`config.mk`:
```
export PLATFORM = sky130hd
export DESIGN_NAME = instr_mem_responder
export DESIGN_NICKNAME = d
export VERILOG_FILES = /design/src/rtl/instr_mem_responder.sv
export SDC_FILE = /design/constraint.sdc
export NUM_CORES = 1
export LEC_CHECK = 0
export CAP_MARGIN = 20
export CORE_ASPECT_RATIO = 1.75
export CORE_MARGIN = 1
export CORE_UTILIZATION = 30
export DETAILED_ROUTE_END_ITERATION = 6
export MAX_ROUTING_LAYER = met4
export SYNTH_ARGS = -nofsm -noshare
export SYNTH_HDL_FRONTEND = slang
export SYNTH_SLANG_ARGS = --single-unit
```
`constraint.sdc`:
```
create_clock -name clock -period 2.5 [get_ports clock]
set_input_delay 0.375 -clock clock [delete_from_list [all_inputs] [get_ports clock]]
set_output_delay 0.375 -clock clock [all_outputs]
set_load 0.01 [all_outputs]
```
`src/rtl/instr_mem_responder.sv`:
```
// Instruction memory responder: serves one fetch at a time from a loadable word array.
// Latency: in-range fetch valid WAIT_CYCLES+1 edges after acceptance; out-of-range fetch valid on the accept edge.
// Backpressure: response held stable until rsp_ready; req_ready only in IDLE, so no overlap between fetches.
module instr_mem_responder #(
  parameter int DEPTH       = 16,
  parameter int WAIT_CYCLES = 1
) (
  input  logic                     clock,
  input  logic                     reset_n,
  input  logic                     req_valid,
  input  logic [31:0]              req_addr,
  output logic                     req_ready,
  output logic                     rsp_valid,
  input  logic                     rsp_ready,
  output logic [31:0]              rsp_data,
  output logic [31:0]              rsp_addr,
  output logic                     rsp_end,
  input  logic                     load_en,
  input  logic [$clog2(DEPTH)-1:0] load_addr,
  input  logic [31:0]              load_data,
  output logic                     busy,
  output logic [15:0]              fetch_count
);

  localparam int         AW        = $clog2(DEPTH);
  localparam logic [2:0] WAIT_INIT = 3'(WAIT_CYCLES);

  typedef enum logic [1:0] {
    IDLE = 2'd0,
    READ = 2'd1,
    RESP = 2'd2
  } state_t;

  state_t      r_state;
  state_t      w_state_nxt;
  logic [2:0]  r_wait_cnt;
  logic [31:0] r_rsp_data;
  logic [31:0] r_rsp_addr;
  logic        r_rsp_end;
  logic [15:0] r_fetch_count;
  logic [31:0] r_mem [DEPTH];

  logic        w_in_range;
  logic        w_accept;
  logic        w_sample;
  logic        w_release;
  logic [AW-1:0] w_rd_idx;

  // Full 32-bit unsigned compare so large indices never alias into the array.
  assign w_in_range = (req_addr < 32'(DEPTH));
  assign w_accept   = req_valid && (r_state == IDLE);
  assign w_sample   = (r_state == READ) && (r_wait_cnt == 3'd0);
  assign w_release  = (r_state == RESP) && rsp_ready;
  assign w_rd_idx   = r_rsp_addr[AW-1:0];

  assign req_ready   = (r_state == IDLE);
  assign rsp_valid   = (r_state == RESP);
  assign busy        = (r_state != IDLE);
  assign rsp_data    = r_rsp_data;
  assign rsp_addr    = r_rsp_addr;
  assign rsp_end     = r_rsp_end;
  assign fetch_count = r_fetch_count;

  // State register.
  always_ff @(posedge clock or negedge reset_n) begin
    if (!reset_n) begin
      r_state <= IDLE;
    end else begin
      r_state <= w_state_nxt;
    end
  end

  // Next-state logic: in-range fetches wait in READ, out-of-range ones skip straight to RESP.
  always_comb begin
    w_state_nxt = r_state;
    case (r_state)
      IDLE: begin
        if (req_valid) begin
          w_state_nxt = w_in_range ? READ : RESP;
        end
      end
      READ: begin
        if (r_wait_cnt == 3'd0) begin
          w_state_nxt = RESP;
        end
      end
      RESP: begin
        if (rsp_ready) begin
          w_state_nxt = IDLE;
        end
      end
      default: w_state_nxt = IDLE;
    endcase
  end

  // Wait-state counter: loaded on an in-range accept, counts down while in READ.
  always_ff @(posedge clock or negedge reset_n) begin
    if (!reset_n) begin
      r_wait_cnt <= 3'd0;
    end else if (w_accept) begin
      r_wait_cnt <= w_in_range ? WAIT_INIT : 3'd0;
    end else if ((r_state == READ) && (r_wait_cnt != 3'd0)) begin
      r_wait_cnt <= r_wait_cnt - 3'd1;
    end
  end

  // Response address and end flag are captured at acceptance and held until the next accept.
  always_ff @(posedge clock or negedge reset_n) begin
    if (!reset_n) begin
      r_rsp_addr <= 32'd0;
      r_rsp_end  <= 1'b0;
    end else if (w_accept) begin
      r_rsp_addr <= req_addr;
      r_rsp_end  <= !w_in_range;
    end
  end

  // Response word: cleared on accept (the out-of-range answer), filled from memory on the last READ cycle.
  // The non-blocking read sees the pre-write word if a load hits the same index on this edge.
  always_ff @(posedge clock or negedge reset_n) begin
    if (!reset_n) begin
      r_rsp_data <= 32'd0;
    end else if (w_accept) begin
      r_rsp_data <= 32'd0;
    end else if (w_sample) begin
      r_rsp_data <= r_mem[w_rd_idx];
    end
  end

  // Completed-response counter, saturating at all ones.
  always_ff @(posedge clock or negedge reset_n) begin
    if (!reset_n) begin
      r_fetch_count <= 16'd0;
    end else if (w_release && (r_fetch_count != 16'hFFFF)) begin
      r_fetch_count <= r_fetch_count + 16'd1;
    end
  end

  // Program storage: written in any state, deliberately untouched by reset.
  always_ff @(posedge clock) begin
    if (load_en) begin
      r_mem[load_addr] <= load_data;
    end
  end

endmodule
```
Word-level counts from Yosys, hierarchy flattened

Memories as Yosys holds them, arrays and structs flattened.
Index checks and enable logic that the tools add are counted.

Bits in registers: 86
Latch bits: 0
Memory bits (writable): 512
ROM bits: 0
Input port bits: 73
Output and inout port bits: 84
Logic and storage cells: 41
Memories kept: 1

Memories:

| name  | depth | width | read ports | clocked after memory_dff | write ports | RTL line | source |
|---|---|---|---|---|---|---|---|
| r_mem | 16    | 32    | 1          | 0                        | 1           | 41       | `logic [31:0] r_mem [DEPTH];` |

Add/sub/neg operators: 2
$mul: 0
Div/mod/pow operators: 0
Magnitude comparators: 1
Equal/unequal tests: 6
Shift-type cells: 0
Mux-type cells: 12
Bitwise logic cells: 0
Reduce and logical (&&, ||, !) cells: 13

Operator list:

| operator              | number |
|---|---|
| $mux 32               | 2 |
| $lt 32x5->1 const B   | 1 |
| $add 16x1->16 const B | 1 |
| $ne 16x16->1 const B  | 1 |
| $mux 2                | 4 |
| $mux 3                | 2 |
| $pmux 2 s3            | 1 |
| $reduce_bool 2->1     | 3 |
| $logic_and 1x1->1     | 5 |
| $ne 2x2->1 const B    | 2 |
| $logic_not 3->1       | 1 |
| $mux 1                | 3 |
| $reduce_and 3->1      | 1 |
| $reduce_bool 3->1     | 1 |
| $sub 3x1->3 const B   | 1 |
| $eq 2x1->1 const B    | 1 |
| $eq 2x2->1 const B    | 1 |
| $logic_not 2->1       | 1 |
| $ne 2x1->1 const B    | 1 |
| $logic_not 1->1       | 1 |

Longest topological paths before layout

Gate-level depths: netlist of run 1.

Depth after elaboration: 4
Gate-level depth with buffers: 9
Gate-level depth less buffers: 7

Worst setup path before layout of run 1

Ideal clock, no wire load.

Path kind: input port to flip-flop
From: in load_addr[2]
To: mem r_mem[0][0], enable pin
Setup time: 461 ps
Data arrival time: 3,093 ps
Required time: 2,039 ps
Slack: -1,055 ps
Stages: 2
Path buffers: 0
Cells stage by stage: or3b_2 > nor3_1

RTL lines:

| item            | RTL line | source |
|---|---|---|
| start, declared | 19       | `input logic [$clog2(DEPTH)-1:0] load_addr,` |
| end, declared   | 41       |  |

Straight into the memory's write port.

Final worst setup path of run 1

From: reg r_rsp_addr[0] (netlist: rsp_addr[0])
To: out rsp_addr[0]

RTL lines:

| item                   | RTL line | source |
|---|---|---|
| start, declared        | 38       | `logic [31:0] r_rsp_addr;` |
| start signal, assigned | 113      | `r_rsp_addr <= req_addr;` |
| end, declared          | 16       | `output logic [31:0] rsp_addr,` |

No word-level cell between the ends.

==> flow_metrics.tcl, run 1 <==
set metrics [dict create \
    drt-pass1-iter-count 5 \
    path_max_fanout 27 \
    hold_slack_ps 255 \
    crit_arrival_ps 2000 \
    crit_required_ps 2120 \
    ys_dominant_reg_cell "edfxtp_1" \
    r2r_setup_slack_ps 320 \
    grt_setup_unrepaired "no" \
    cp_slowest_cell "dfrtp_4" \
    worst_pin_slew_ps 695 \
    synth_fa_ha_area_share_pct 0.164 \
    fp.dieH_um 367 \
    io_pins 157 \
    grt_use_total_pct 14.3 \
    die_x_um 211 \
    via_per_inst 4.79 \
    antenna_found_initial 2 \
    wire_per_inst_um 22.3 \
    floorplan.initialDensity_pct 30.4 \
    syn_inst 1137 \
    worst-r2r-cell-count 8 \
    muxShareOfSynthArea_pct 15.2 \
    drc_errors 0 \
    fin_ws_ps 126 \
    core-area_um2 75400 \
    final_common_cell "edfxtp_1" \
    fin_util_pct 37.4 \
    yosys-top-cells-area "edfxtp_1 67%, dfrtp_1 9.4%, mux4_2 9.1%, mux2i_1 4.5%, mux2_2 1.6%" \
    status "complete, no violations" \
    slowest_delay_ps 730 \
    max_freq_mhz 421 \
    grt_pass1_wl_um 80000 \
    layout_common_cells "512 x edfxtp_1, 155 x clkdlybuf4s50_1, 102 x mux2i_1, 93 x mux4_2, 82 x dfrtp_1" \
    path_delay_family "flip-flops" \
    final_cell_area_um2 28200 \
    yosys_register_bits 598 \
    worstSetupEndpointType "output port" \
    synth_compound_area_share_pct 3.33 \
    power.density_nw_per_um2 806 \
    clk_path_buf_depth 3 \
    slew_headroom_pct 53.2 \
    syn_area_um2 22900 \
    synth_xor_area_share_pct 0.574 \
    cts_root_buf "clkbuf_16" \
    wl_um 53700 \
    critical_path_depth 1 \
    hold_path_class "in2async" \
    numCtsBuffers 51 \
    maxCapViolCount 0 \
    post_route_cells_drive_above_1_share_pct 21.1 \
    period_share_pct 95.0 \
    htreeDepth 2 \
    gp_congestion 0.739 \
    ys_types 45 \
    avgSynthCellArea_um2 20.1 \
    synth_fp_nets 1213 \
    grt_pass1_vias 12480 \
    skew_ps 13.9 \
    num_rows 133 \
    grt_overflow 0 \
    slew_viol_final 0 \
    tritoncts "built" \
    grt_max_degree 51 \
    fin_nets 1430 \
    dieArea_um2 77500 \
    crit_path_start_kind "register" \
    drt_iter0_markers 894 \
    final-setup-viol-count 0 \
    synth_top_area_cell "edfxtp_1" \
    peakVddDrop_v 0.000542 \
    synth_top_area_share_pct 67.2 \
    place_area_um2 26400 \
    hold_viol 0 \
    clock-sinks 598 \
    criticalPathCategory "reg2out" \
    clk_latency_ps 600 \
    r2r_end "rsp_data[22]" \
    leakagePower_uw 0.00936 \
    yosys_warnings 0 \
    fillers 6813 \
    path_buf_inv 1 \
    fin_crit_ps 2370 \
    clkTransAtPathRegs_ps 60 \
    setup_tns_ps 0 \
    port_buffers 156 \
    syn2layout_area_growth_pct 23.0 \
    synthSimpleGateAreaFrac_pct 2.78 \
    synth-edff-count 512 \
    reg2reg_from "r_wait_cnt[0]" \
    path_cells "clkdlybuf4s50_1" \
    place_ws_ps 193 \
    vias 11537 \
    ant_nets 0 \
    dp.final_hpwl_um 32900 \
    synthArstFlopShare_pct 14.4 \
    synth_top_family_by_area "multiplexers" \
    seq_area_frac_synth_pct 76.6 \
]
-- what timing repair did --
action	4_1_cts	5_1_grt
endpoints found under the hold margin	26	0
hold buffers	1	0
setup endpoints to repair	2	1
buffers inserted	2	0
cloned	0	0
resized for setup	0	2
-- metal layers --
| layer | global-route usage, % | routed length [µm] | vias to the layer above |
|---|---|---|---|
| met5 | - | 0 | - |
| met4 | 4.43 | 1240 | 0 |
| met3 | 2.46 | 2720 | 76 |
| met2 | 25.6 | 28700 | 329 |
| met1 | 16.0 | 21000 | 6047 |
| li1 | - | - | 5085 |
-- worst max path at each step --
| stage | from | endpoint | slack, ps |
|---|---|---|---|
| finish | rsp_addr[0] | rsp_addr[0] | 130 |
| detailed placement | load_en | r_mem[0][2] | 190 |
| floorplan | load_addr[2] | r_mem[1][0] | -200 |
| CTS | rsp_addr[0] | rsp_addr[0] | 60 |
| global route | rsp_addr[0] | rsp_addr[0] | 6 |
| global placement | load_en | r_mem[0][2] | 220 |
-- registers in the layout, summed over array words and instances (netlist names) --
signal       count
rsp_addr        32
rsp_data        32
rsp_end          1
r_mem          512
r_state          2
r_wait_cnt       3
fetch_count     16
-- report_power, final --
| group | total (µW) | switching, µW | leakage (µW) | internal [µW] |
|---|---|---|---|---|
| sequential | 11400 | 215 | 0.00573 | 11200 |
| combinational | 3170 | 1540 | 0.00280 | 1620 |
| clock | 8130 | 3570 | 0.000824 | 4560 |
| total | 22700 | 5330 | 0.00936 | 17400 |
-- cells by family (layout without fill, tap and decap cells) --
family,Yosys count,count (layout)
other,0,2
xor gates and xnor gates,15,15
and+or+nand+nor,121,121
adders and majority gates,3,3
muxes,227,227
DFF,598,598
buffers and inverters,65,324
AOI/OAI and AO/OA,108,108
-- per-stage QoR --
step | std cells | power (µW)
3_5_place_dp | 2310 | 14800
2_1_floorplan | 1137 | 13400
4_1_cts | 2408 | 23000
3_3_place_gp | 2310 | 14800
6_report | 2410 | 22700
5_1_grt | 2410 | 23500
-- synthesized netlist by cell type (all sizes together) (7+ instances only) --
cell type and instances:
a221oi 31, a22oi 8, buf 39, clkbuf 20, dfrtp 86, edfxtp 512
mux2 32, mux2i 102, mux4 93, nand2 39, nand4 7, nor2 21
nor3 10, nor4 11, o211ai 27, o21ai 35, xor2 11
-- final cells by class --
class,count,area (µm²),area share (%)
multi-input cells,474,5200,18.5
well taps,1012,1270,4.50
repair buffers,223,2410,8.58
flip-flops and latches,598,17500,62.3
inverters,6,22.5,0.0800
clock buffers,68,1350,4.79
diodes,2,5.00,0.0178
clock inverters,27,358,1.27
No activity file was read; power rests on OpenSTA's default activity.
==> run 2: changes to the inputs <==
- REMOVE_ABC_BUFFERS: unset -> 1
- clock period: 2.5 -> 2 ns (I/O delays scaled with it)
==> run 2 against run 1 <==
Against the previous run: final area increased by 1.6%; die area unchanged; register-to-register slack got worse by 250 ps; count of clock-buffer cells in the layout is 4 lower; clock power rose by 16%; power grew 23%; first-iteration DRC count is 16% higher; routed wire length grew 1.6%; combinational power rose by 35%; sequential share of layout area is 0.95 points lower; clock skew is 3.4 ps lower; critical path type unchanged; critical endpoint is now fetch_count[9].
==> flow_metrics.tcl, run 2 (synthesis results as in run 1) <==
set metrics [dict create \
    status "complete, no violations" \
    port_buffers 156 \
    path_buf_inv 1 \
    io_pins 157 \
    hold_viol 0 \
    final_common_cell "edfxtp_1" \
    final-setup-viol-count 0 \
    grt_max_degree 35 \
    r2r_end "rsp_data[22]" \
    peakVddDrop_v 0.000657 \
    vias 11739 \
    num_rows 133 \
    largest_reg_flops 512 \
    syn2layout_area_growth_pct 25.0 \
    crit_path_start_kind "register" \
    htreeDepth 2 \
    power.density_nw_per_um2 975 \
    worst_pin_slew_ps 626 \
    numCtsBuffers 50 \
    clk_path_buf_depth 3 \
    grt_overflow 0 \
    worstSetupEndpointType "output port" \
    period_share_pct 96.4 \
    gp_congestion 0.753 \
    reg2reg_from "rsp_addr[1]" \
    leakagePower_uw 0.00961 \
    grt_setup_unrepaired "yes" \
    ant_nets 0 \
    wl_met2_um 29300 \
    hold_path_class "in2async" \
    floorplan.initialDensity_pct 30.4 \
    post_route_cells_drive_above_1_share_pct 24.3 \
    crit_arrival_ps 1630 \
    antenna_found_initial 2 \
    tritoncts "built" \
    clk_latency_ps 590 \
    grt_pass1_vias 12773 \
    path_max_fanout 5 \
    cp_slowest_cell "clkdlybuf4s50_1" \
    path_cells "clkdlybuf4s50_1" \
    slew_headroom_pct 58.1 \
    die_x_um 211 \
    dieArea_um2 77500 \
    drc_errors 0 \
    drt-pass1-iter-count 5 \
    fin_cells 2440 \
    grt_pass1_wl_um 81100 \
    dp.final_hpwl_um 33400 \
    cts_root_buf "clkbuf_16" \
    top_register "r_mem" \
    maxCapViolCount 0 \
    r2r_setup_slack_ps 70 \
    met3_length_um 2690 \
    clkTransAtPathRegs_ps 70 \
    placedCellCount 2332 \
    crit_required_ps 1700 \
    path_delay_family "buffers and inverters" \
    fin_nets 1461 \
    final_cell_area_um2 28600 \
    top_layer_used "met4" \
    skew_ps 10.5 \
    worst-r2r-cell-count 5 \
    wl_um 54500 \
    drt_iter0_markers 1037 \
    clock-sinks 598 \
    layout_common_cells "512 x edfxtp_1, 149 x clkdlybuf4s50_1, 101 x mux2i_1, 93 x mux4_2, 79 x dfrtp_1" \
    via_per_inst 4.81 \
    place_area_um2 26800 \
    criticalPathCategory "reg2out" \
    wl_met1_um 21000 \
    slowest_delay_ps 600 \
    core-area_um2 75400 \
    grt_use_total_pct 14.6 \
    fin_crit_ps 1930 \
    fp.dieH_um 367 \
    max_freq_mhz 519 \
    slew_viol_final 0 \
    wire_per_inst_um 22.3 \
]
[run 2: changes by cell type in the layout (fill, tap and decap cells not counted), sizes merged]
| cell | previous run | this run |
|---|---|---|
| buf | 67 | 96 |
| bufbuf | 0 | 3 |
| bufinv | 7 | 1 |
| clkbuf | 68 | 64 |
| clkdlybuf4s50 | 155 | 149 |
| clkinv | 16 | 23 |
| clkinvlp | 2 | 3 |
| dlygate4sd2 | 0 | 6 |
[run 2: worst max-delay path by stage]
stage	start	to	slack, ps	cells past startpoint
3_3_place_gp	req_addr[25]	r_state[0]	-180	6
4_1_cts	rsp_addr[0]	rsp_data[26]	-1	7
3_5_place_dp	req_addr[25]	r_state[0]	-200	6
5_1_grt	r_wait_cnt[0]	rsp_data[26]	-30	8
2_1_floorplan	rsp_addr[1]	rsp_data[10]	-3420	4
6_report	fetch_count[9]	fetch_count[9]	70	1
[run 2: area by class of cell]
cell class	count	area [µm²]
fill	6808	46800
sequential	598	17500
multi-input combinational	474	5230
timing repair buffer	255	2980
clock buffer	64	1350
tap	1012	1270
clock inverter	29	206
inverter	6	22.5
antenna	2	5.00
[run 2: what timing repair did]
action                                  4_1_cts  5_1_grt
hold buffers                                  1        0
pin swaps                                     0        0
gates cloned                                  3        0
resized for setup                            21       17
buffers inserted                              9        0
endpoints found under the hold margin        23        0
endpoints found under the setup margin       10       25
[run 2: power by group]
group / switching, µW / internal [µW]
Clock: 4450 / 4970
Combinational: 2080 / 2190
Sequential: 221 / 14000
Total: 6740 / 21100
[run 2: per-layer routing]
metal  GRT usage, %  vias up
met3           2.51       95
met1           16.1     6180
met5              -        -
met4           4.61        0
li1               -     5153
met2           26.5      311
[run 2: worst register-to-register path: cells and delay by family (launching register included)]
kind	cells	cell delay (ps)
AOI/OAI and AO/OA	1	110
buffers and inverters	2	440
DFF	1	480
muxes	2	780
[run 2: through the flow]
stage	utilization [%]	power, µW	hold WS, ps	setup TNS (ps)	setup slack (ps)
floorplan	-	17000	4.41	-427320	-3420
global placement	35.5	18500	303	-20730	-184
detailed placement	35.5	18600	311	-20110	-199
CTS	37.9	28200	220	-1.45	-1.45
global route	37.9	28900	251	-36.3	-26.7
finish	37.9	27900	232	0	72.7
==> run 3: changes to the inputs <==
- CORE_MARGIN: 1 -> 3
==> run 3 against run 2 <==
Against the previous run: largest power group unchanged; critical endpoint is now rsp_data[0]; clock power increased by 11%; hold slack worse by 15 ps; first-iteration DRC count decreased by 18%.
==> flow_metrics.tcl, run 3 (synthesis results as in run 1) <==
set metrics [dict create \
    place_ws_ps -220 \
    switchingPower_uw 6810 \
    tritoncts "built" \
    fp.dieH_um 371 \
    final-setup-viol-count 0 \
    clk_latency_ps 590 \
    grt_overflow 0 \
    final_common_cell "edfxtp_1" \
    fin_util_pct 38.7 \
    top_register "r_mem" \
    sw_frac_of_total_pct 23.5 \
    dp.final_hpwl_um 33600 \
    grt_pass1_vias 12803 \
    busiest_layer "met2" \
    worstSetupEndpointType "register" \
    p_comb_share_pct 15.5 \
    clkTransAtPathRegs_ps 70 \
    grt_setup_unrepaired "yes" \
    numCtsBuffers 51 \
    htreeDepth 2 \
    r2r_setup_slack_ps 60 \
    clock-sinks 598 \
    crit_required_ps 2450 \
    port_buffers 156 \
    final_cell_area_um2 29200 \
    r2r_end "rsp_data[0]" \
    gp_congestion 0.787 \
    worst-r2r-cell-count 6 \
    placedCellCount 2334 \
    die_x_um 215 \
    cts_root_buf "clkbuf_16" \
    fin_nets 1474 \
    seq_power_share_pct 48.9 \
    worst_pin_slew_ps 604 \
    use_met3_pct 2.37 \
    drc_errors 0 \
    max_freq_mhz 515 \
    vias 11958 \
    post_route_cells_drive_above_1_share_pct 26.5 \
    grt_max_degree 35 \
    wl_um 55500 \
    core-area_um2 75400 \
    path_max_fanout 14 \
    antenna_found_initial 4 \
    drt_iter0_markers 846 \
    slew_headroom_pct 59.6 \
    drt-pass1-iter-count 5 \
    wire_per_inst_um 22.6 \
    largest_reg_flops 512 \
    dieArea_um2 79800 \
    grt_pass1_wl_um 81500 \
    peakVddDrop_v 0.000697 \
    leakagePower_uw 0.00987 \
    fin_ws_ps 56.6 \
    floorplan.initialDensity_pct 30.4 \
    fin_cells 2457 \
    crit_arrival_ps 2400 \
    ant_nets 0 \
    grt_use_total_pct 14.0 \
    clk_path_buf_depth 3 \
    grt_use_met2_pct 24.9 \
    pwr-share-clk_pct 35.6 \
    internal_power_uw 22200 \
    fin_crit_ps 1940 \
    use_met1_pct 15.7 \
    period_share_pct 97.2 \
    status "complete, no violations" \
    maxCapViolCount 0 \
    criticalPathCategory "reg2reg" \
    reg2reg_from "rsp_addr[1]" \
    crit_path_start_kind "register" \
    slew_viol_final 0 \
    skew_ps 12.3 \
    place_area_um2 26800 \
    layout_common_cells "512 x edfxtp_1, 149 x clkdlybuf4s50_1, 100 x mux2i_1, 93 x mux4_2, 82 x dfrtp_1" \
    io_pins 157 \
    syn2layout_area_growth_pct 27.5 \
    hold_path_class "in2async" \
    num_rows 133 \
    via_per_inst 4.87 \
    hold_viol 0 \
    power.density_nw_per_um2 995 \
]
## run 3: worst max-delay path by stage
| stage | from | to | slack [ps] |
|---|---|---|---|
| floorplan | rsp_addr[1] | rsp_data[10] | -3420 |
| global placement | load_addr[2] | r_mem[0][2] | -260 |
| detailed placement | load_addr[2] | r_mem[0][2] | -220 |
| CTS | rsp_addr[0] | rsp_data[20] | 5 |
| global route | r_wait_cnt[0] | rsp_data[27] | -20 |
| finish | rsp_addr[1] | rsp_data[0] | 60 |
## run 3: area by class of cell
type                    count  area [µm²]
clock buffers              72        1470
clock inverters            24         302
multi-input cells         474        5430
flip-flops and latches    598       17500
fillers                  6734       46200
diodes                      4        10.0
repair buffers            267        3150
well taps                1012        1270
inverters                   6        22.5
## run 3: critical path, cell delays in order (launching register included)
cell and delay, ps:
dfrtp_4 450, buf_4 140, buf_12 170, buf_4 210, mux4_2 510, o21ai_1 180, o211ai_1 110
## run 3: what timing repair did
action                                  in CTS  in global routing
setup buffers                                9                  8
pin swaps                                    1                  0
resized for setup                           43                 41
gates cloned                                 4                  2
hold endpoints to repair                    26                  0
endpoints found under the setup margin      35                 29
hold buffers                                 1                  0
## run 3: metal layers
| layer | up-vias | share of wire, % |
|---|---|---|
| li1 | 5176 | - |
| met1 | 6233 | 38 |
| met2 | 431 | 53 |
| met3 | 118 | 6.0 |
| met4 | 0 | 3.5 |
| met5 | - | 0 |
## run 3: stage by stage
stage	hold WS (ps)	setup TNS (ps)	total power, µW
floorplan	4.41	-427320	17000
global placement	287	-18290	18600
detailed placement	290	-16330	18600
CTS	202	0	29200
global route	242	-60.9	30100
finish	218	0	29000
## run 3: power by group through the flow
stage                     combinational [µW]  clock [µW]  sequential [µW]
final                                   4500       10400            14200
after global placement                  4090           0            14500
after CTS                               4400       10600            14200
after global routing                    4790       11100            14200
after floorplan                         2040           0            15000
after detailed placement                4140           0            14500
